### config.mk
export PLATFORM = sky130hd
export DESIGN_NAME = fetch_queue
export DESIGN_NICKNAME = d
export VERILOG_FILES = /design/src/rtl/fetch_queue.sv
export SDC_FILE = /design/constraint.sdc
export NUM_CORES = 1
export LEC_CHECK = 0
export ABC_AREA = 1
export CELL_PAD_IN_SITES_DETAIL_PLACEMENT = 0
export CELL_PAD_IN_SITES_GLOBAL_PLACEMENT = 2
export CORE_MARGIN = 5
export CORE_UTILIZATION = 38
export DETAILED_ROUTE_END_ITERATION = 7
export GPL_ROUTABILITY_DRIVEN = 0
export PLACE_DENSITY = 0.85
export SLEW_MARGIN = 20
export SYNTH_ARGS = -nofsm -noshare
export SYNTH_HDL_FRONTEND = slang
export SYNTH_SLANG_ARGS = --single-unit
export TNS_END_PERCENT = 10
### constraint.sdc
create_clock -name clk -period 11.5 [get_ports clk]
set_input_delay 2.3 -clock clk [delete_from_list [all_inputs] [get_ports clk]]
set_output_delay 2.3 -clock clk [all_outputs]
set_load 0.02 [all_outputs]
### src/rtl/fetch_queue.sv
// Instruction-fetch front end: owns the fetch PC, issues 1-cycle-latency RAM reads
// and buffers returned instructions in a DEPTH-entry FIFO ahead of decode.
module fetch_queue #(
    parameter int              XLEN     = 32,
    parameter int              DEPTH    = 4,
    parameter logic [XLEN-1:0] RESET_PC = '0
) (
    input  logic                       clk,
    input  logic                       reset,
    output logic                       mem_req,
    output logic [XLEN-1:0]            mem_addr,
    input  logic [31:0]                mem_rdata,
    input  logic                       redirect_valid,
    input  logic [XLEN-1:0]            redirect_pc,
    output logic                       out_valid,
    input  logic                       deq_ready,
    output logic [31:0]                out_ins,
    output logic [XLEN-1:0]            out_pc,
    output logic [XLEN-1:0]            out_next_pc,
    output logic [$clog2(DEPTH+1)-1:0] count
);

    localparam int PW = $clog2(DEPTH);
    localparam int CW = $clog2(DEPTH+1);

    logic [XLEN-1:0] fetch_pc_reg;
    logic [XLEN-1:0] pend_pc_reg;
    logic            pend_reg;
    logic [PW-1:0]   head_reg;
    logic [PW-1:0]   tail_reg;
    logic [CW-1:0]   count_reg;

    logic [31:0]     ins_mem [DEPTH];
    logic [XLEN-1:0] pc_mem  [DEPTH];

    logic          flush;
    logic          enq;
    logic          deq_fire;
    logic          issue;
    logic [CW:0]   occupancy;
    logic          unused_ok;

    assign unused_ok = &{1'b0, redirect_pc[1:0]};

    assign flush     = reset | redirect_valid;
    assign out_valid = (count_reg != '0);
    assign deq_fire  = out_valid & deq_ready;
    assign enq       = pend_reg & ~flush;

    // Held entries plus the response in flight must leave room for the new request;
    // comparing against DEPTH + deq_fire avoids the subtraction underflowing.
    assign occupancy = {1'b0, count_reg} + (CW+1)'(pend_reg);
    assign issue     = ~flush && (occupancy < ((CW+1)'(DEPTH) + (CW+1)'(deq_fire)));

    assign mem_req     = issue;
    assign mem_addr    = fetch_pc_reg;
    assign out_ins     = ins_mem[head_reg];
    assign out_pc      = pc_mem[head_reg];
    assign out_next_pc = out_pc + XLEN'(4);
    assign count       = count_reg;

    always_ff @(posedge clk) begin
        if (flush) begin
            count_reg    <= '0;
            head_reg     <= '0;
            tail_reg     <= '0;
            pend_reg     <= 1'b0;
            fetch_pc_reg <= reset ? RESET_PC : {redirect_pc[XLEN-1:2], 2'b00};
        end else begin
            pend_reg <= issue;
            if (issue) begin
                fetch_pc_reg <= fetch_pc_reg + XLEN'(4);
                pend_pc_reg  <= fetch_pc_reg;
            end
            if (enq)
                tail_reg <= tail_reg + PW'(1);
            if (deq_fire)
                head_reg <= head_reg + PW'(1);
            count_reg <= count_reg + CW'(enq) - CW'(deq_fire);
        end
    end

    // Storage is deliberately left out of reset; count gates visibility.
    always_ff @(posedge clk) begin
        if (enq) begin
            ins_mem[tail_reg] <= mem_rdata;
            pc_mem[tail_reg]  <= pend_pc_reg;
        end
    end

endmodule
# Word level (Yosys, flattened, before mapping)
# Memory sizes are Yosys's and may differ from the RTL's. A register that Yosys moved wholly into a read port is not among the register bits.
# Index checks and enable logic that the tools add are counted.
# Widths: inputs -> output; s select.
[word_totals] output_inout_bits=133 register_bits=72 mem_bits_rw=256 word_cells=34 inputBits=68 memories=2
[classes] n_mux=9 addsub=8 n_lt_le_gt_ge=1 reduce_logical=4 n_bitwise=4
[memory_table] memory="ins_mem" words=4 word_bits=32 read_ports=1 rd_clocked_by_memory_dff=1 wr=1 line="33" rtl="logic [31:0] ins_mem [DEPTH];"
[memory_table] memory="pc_mem" words=4 word_bits=32 read_ports=1 rd_clocked_by_memory_dff=1 wr=1 line="34" rtl="logic [XLEN-1:0] pc_mem [DEPTH];"
[op_table] cell="$mux 32" count=3
[op_table] cell="$add 32x3->32 const B" count=2
[op_table] cell="$mux 2" count=4
[op_table] cell="$add 2x1->2 const B" count=2
[op_table] cell="$add 3x1->4" count=1
[op_table] cell="$add 3x1->4 const A" count=1
[op_table] cell="$lt 4x4->1" count=1
[op_table] cell="$add 3x1->3" count=1
[op_table] cell="$reduce_bool 3->1" count=1
[op_table] cell="$sub 3x1->3" count=1
[op_table] cell="$and 1x1->1" count=2
[op_table] cell="$mux 1" count=2
[op_table] cell="$reduce_and 2->1" count=1
[op_table] cell="$reduce_bool 2->1" count=1
[op_table] cell="$logic_and 1x1->1" count=1
[op_table] cell="$not 1->1" count=1
[op_table] cell="$or 1x1->1" count=1

# Longest topological paths before layout
[logic_depth] word_depth=7 depth_mapped=14

# Worst setup path before layout
# No wires, ideal clock.
[synth_path] path_kind="input-to-output" from="input port redirect_valid" to="output port mem_req" setup_slack_ns=4.969 stages=4 n_path_buf=1 arrival_time_ns=4.231 path_cell_list="nor2_1 inv_1 clkbuf_1 nor2_1"
[synth_between] elab_chain_cells=3
[synth_rtl] item="from (decl)" line="13" rtl="input logic redirect_valid,"
[synth_rtl] item="$or 1x1->1" line="45" rtl="assign flush = reset | redirect_valid;"
[synth_rtl] item="$not 1->1 (no source line)"
[synth_rtl] item="$logic_and 1x1->1" line="53" rtl="assign issue = ~flush && (occupancy < ((CW+1)'(DEPTH) + (CW+1)'(deq_fire)));"
[synth_rtl] item="to (decl)" line="10" rtl="output logic mem_req,"
# No other way between the ends.

# Worst setup path after layout
# Same ends and word-level chain as after synthesis.

==> results.json <==
{
  "tightest_slew_ps": 1045,
  "die_x_um": 204.5,
  "status": "finished, final reports clean",
  "worstSetupEndpointType": "output pin",
  "slew_headroom_pct": 30.36,
  "ir_worst_vdd_v": 0.00008681,
  "synth-warning-count": 0,
  "grt_pass1_wl_um": 55880,
  "crit_path_start_kind": "input port",
  "synth-simple-area-share_pct": 21.20,
  "cts_made_buffers": 34,
  "slowest_stage": "clkdlybuf4s50_1",
  "wl_per_cell_um": 17.22,
  "rsz0062_at_grt": "false",
  "regMostFlops": "ins_mem",
  "routed_wl_um": 36220,
  "cts_max_level": 2,
  "synth_cell_types": 37,
  "reg_top3": "ins_mem: 128 flops, pc_mem: 120 flops",
  "post-route-drc-count": 0,
  "via_count": 10040,
  "layout.nets": 1646,
  "ant_nets": 0,
  "path_cells": "clkdlybuf4s50_1, nor2_2, buf_4, inv_1, nor2_2, clkdlybuf4s50_1",
  "muxShareOfSynthArea_pct": 0,
  "crit_fanout": 29,
  "grt.overflow.total": 0,
  "p_per_area_nw_per_um2": 141.3,
  "avgSynthCellArea_um2": 10.41,
  "worst_slack_ps": 4874,
  "drive_above_1_share_pct": 6.784,
  "cts_tree": "yes",
  "synthXorXnorAreaFrac_pct": 1.888,
  "antenna_found_initial": 0,
  "ys_seq_elements": 318,
  "dp_slack_ps": 4854,
  "areaGrowthSynthToFinish_pct": 23.86,
  "leakage_nw": 6.619,
  "initial_core_util_pct": 38.36,
  "fin_skew_ps": 19.02,
  "synth-compound-area-share_pct": 5.325,
  "cts_resized": 0,
  "slowest_delay_ps": 630,
  "synthAdderAreaFrac_pct": 1.009,
  "period_share_pct": 57.62,
  "die-height_um": 204.5,
  "boundaryPins": 201,
  "portBuffers": 192,
  "dp_hpwl_um": 23830,
  "ctsLongestPathBuffers": 3,
  "cts_hold_buf": 0,
  "arrival_ps": 4330,
  "diodes": 0,
  "criticalPathCategory": "input port to output pin",
  "syn_inst": 1381,
  "finalMaxSlewViolations": 0,
  "grt_max_degree": 127,
  "setup_viol": 0,
  "max_freq_mhz": 150.9,
  "drt_first_pass_iters": 4,
  "num_rows": 71,
  "cts.clk_slew.worst_paths_ps": 60,
  "synth_seq_area_share_pct": 65.70,
  "worstPathRequired_ps": 9200,
  "syn_area_um2": 14380,
  "dr.first_iter.drc_count": 479,
  "clock_latency_ps": 490,
  "clockRootBuffer": "clkbuf_16",
  "synth_top_family_by_area": "simple AND/OR/NAND/NOR gates",
  "cap_violations": 0,
  "post_cts_buffers": 0,
  "track_usage_pct": 17.00,
  "fin_tns_setup_ps": 0,
  "coreArea_um2": 37490,
  "die_area_um2": 41840,
  "cts.sinks": 318,
  "min_path_type": "flop to flop",
  "grt_pass1_vias": 9818,
  "hold_viol": 0,
  "fin_crit_ps": 6626,
  "largest_reg_flops": 128,
  "via_per_inst": 4.775
}
## path summary, 6_finish.rpt
check / start / end / slack, ps / cells after the start
worst max register to register: mem_addr[2]$_DFFE_PP_ / mem_addr[24]$_DFFE_PP_ / 9120 / 11
worst min register to register: head_reg[1]$_SDFFE_PP0P_ / flop / 470 / 2
worst min-delay path: head_reg[1]$_SDFFE_PP0P_ / flop / 470 / 2
worst max-delay path: redirect_valid / mem_req / 4870 / 6
## worst max-delay path: cells and delay by family
kind                   cells  cell delay (ps)
buffers and inverters      4             1690
AND/OR/NAND/NOR            2              320
## layout make-up
type                    count  area, um2
well taps                 511      639.4
fillers                  3526      19680
clock buffers              43      905.9
inverters                  89      341.6
clock inverters            18      175.2
repair buffers            203       2004
multi-input cells         921       4292
flip-flops and latches    318       9454
## layout by cell type, fill, tap and decap left out, types with 4 or more instances in the layout
master	instances
nand2_1	428
edfxtp_1	308
clkdlybuf4s50_1	192
nor2_1	161
inv_1	86
o21ai_0	84
nand3_1	77
clkbuf_16	35
o22ai_1	32
nand4_1	20
nand2_2	18
xor2_1	17
xnor2_1	14
nor2_2	12
buf_4	11
nor2_4	10
ha_1	10
clkbuf_1	8
dfxtp_1	8
a21oi_1	7
nor3_1	6
conb_1	6
clkinv_2	6
a22o_1	4
clkinv_1	4
## report_power, final
group          internal [W]  switching, W
registers           0.00129     0.0000254
logic             0.0000671     0.0000844
clock network      0.000628      0.000418
## through the flow
stage          power [W]  cell area (um2)  hold WS [ps]  utilization (%)  std cells
2_1_floorplan   0.001408            14400         443.5                -       1386
3_3_place_gp    0.001494            16730         449.1            44.63       2042
3_5_place_dp    0.001496            16730         464.1            44.63       2042
4_1_cts         0.002548            17810         470.8            47.51       2103
5_1_grt         0.002611            17810         495.0            47.51       2103
6_report        0.002517            17810         467.6            47.51       2103
## cells by family after synthesis
group	Yosys count
AOI/OAI and AO/OA	137
xor gates and xnor gates	31
adders and majority gates	11
buffers and inverters	147
DFF	318
other	1
and+or+nand+nor	736
## routing by layer
layer  track usage (%)  wire (um)  part of all wire [%]  vias to the layer above
li1                  -          -                     -                     5044
met1             24.17      17160                    47                     4751
met2             27.67      16730                    46                      214
met3             3.356       1876                   5.2                       33
met4             2.967        453                   1.3                        0
met5                 0          0                     0                        -
## Yosys cell counts
| cell | number | share of area, % |
|---|---|---|
| nor3_1 | 6 | 0.21 |
| buf_6 | 10 | 0.78 |
| a21oi_1 | 7 | 0.24 |
| nand2_2 | 18 | 0.78 |
| nand2_4 | 1 | 0.078 |
| a32o_1 | 3 | 0.21 |
| conb_1 | 1 | 0.026 |
| o21ai_1 | 3 | 0.10 |
| ha_1 | 10 | 0.87 |
| buf_1 | 1 | 0.026 |
| nor2_4 | 6 | 0.47 |
| a31oi_1 | 1 | 0.044 |
| dfxtp_1 | 10 | 1.4 |
| nor3b_1 | 1 | 0.052 |
| clkbuf_1 | 25 | 0.65 |
| edfxtp_1 | 308 | 64 |
| o211ai_1 | 1 | 0.052 |
| or2_2 | 1 | 0.044 |
| a22o_1 | 4 | 0.24 |
| nand4_1 | 20 | 0.87 |
| xor2_1 | 17 | 1.0 |
| nor3_2 | 1 | 0.070 |
| o21bai_1 | 1 | 0.052 |
| fa_1 | 1 | 0.14 |
| xnor2_1 | 14 | 0.85 |
| nand2_1 | 428 | 11 |
| o22ai_1 | 32 | 1.4 |
| nor2_2 | 9 | 0.39 |
| nand3_1 | 77 | 2.7 |
| a32oi_1 | 1 | 0.061 |
| buf_4 | 14 | 0.73 |
| buf_2 | 8 | 0.28 |
| o21ai_0 | 84 | 2.9 |
| inv_8 | 1 | 0.078 |
| nor2_1 | 168 | 4.4 |
| inv_2 | 2 | 0.052 |
| inv_1 | 86 | 2.2 |
Power figures use the tool's default switching activity.
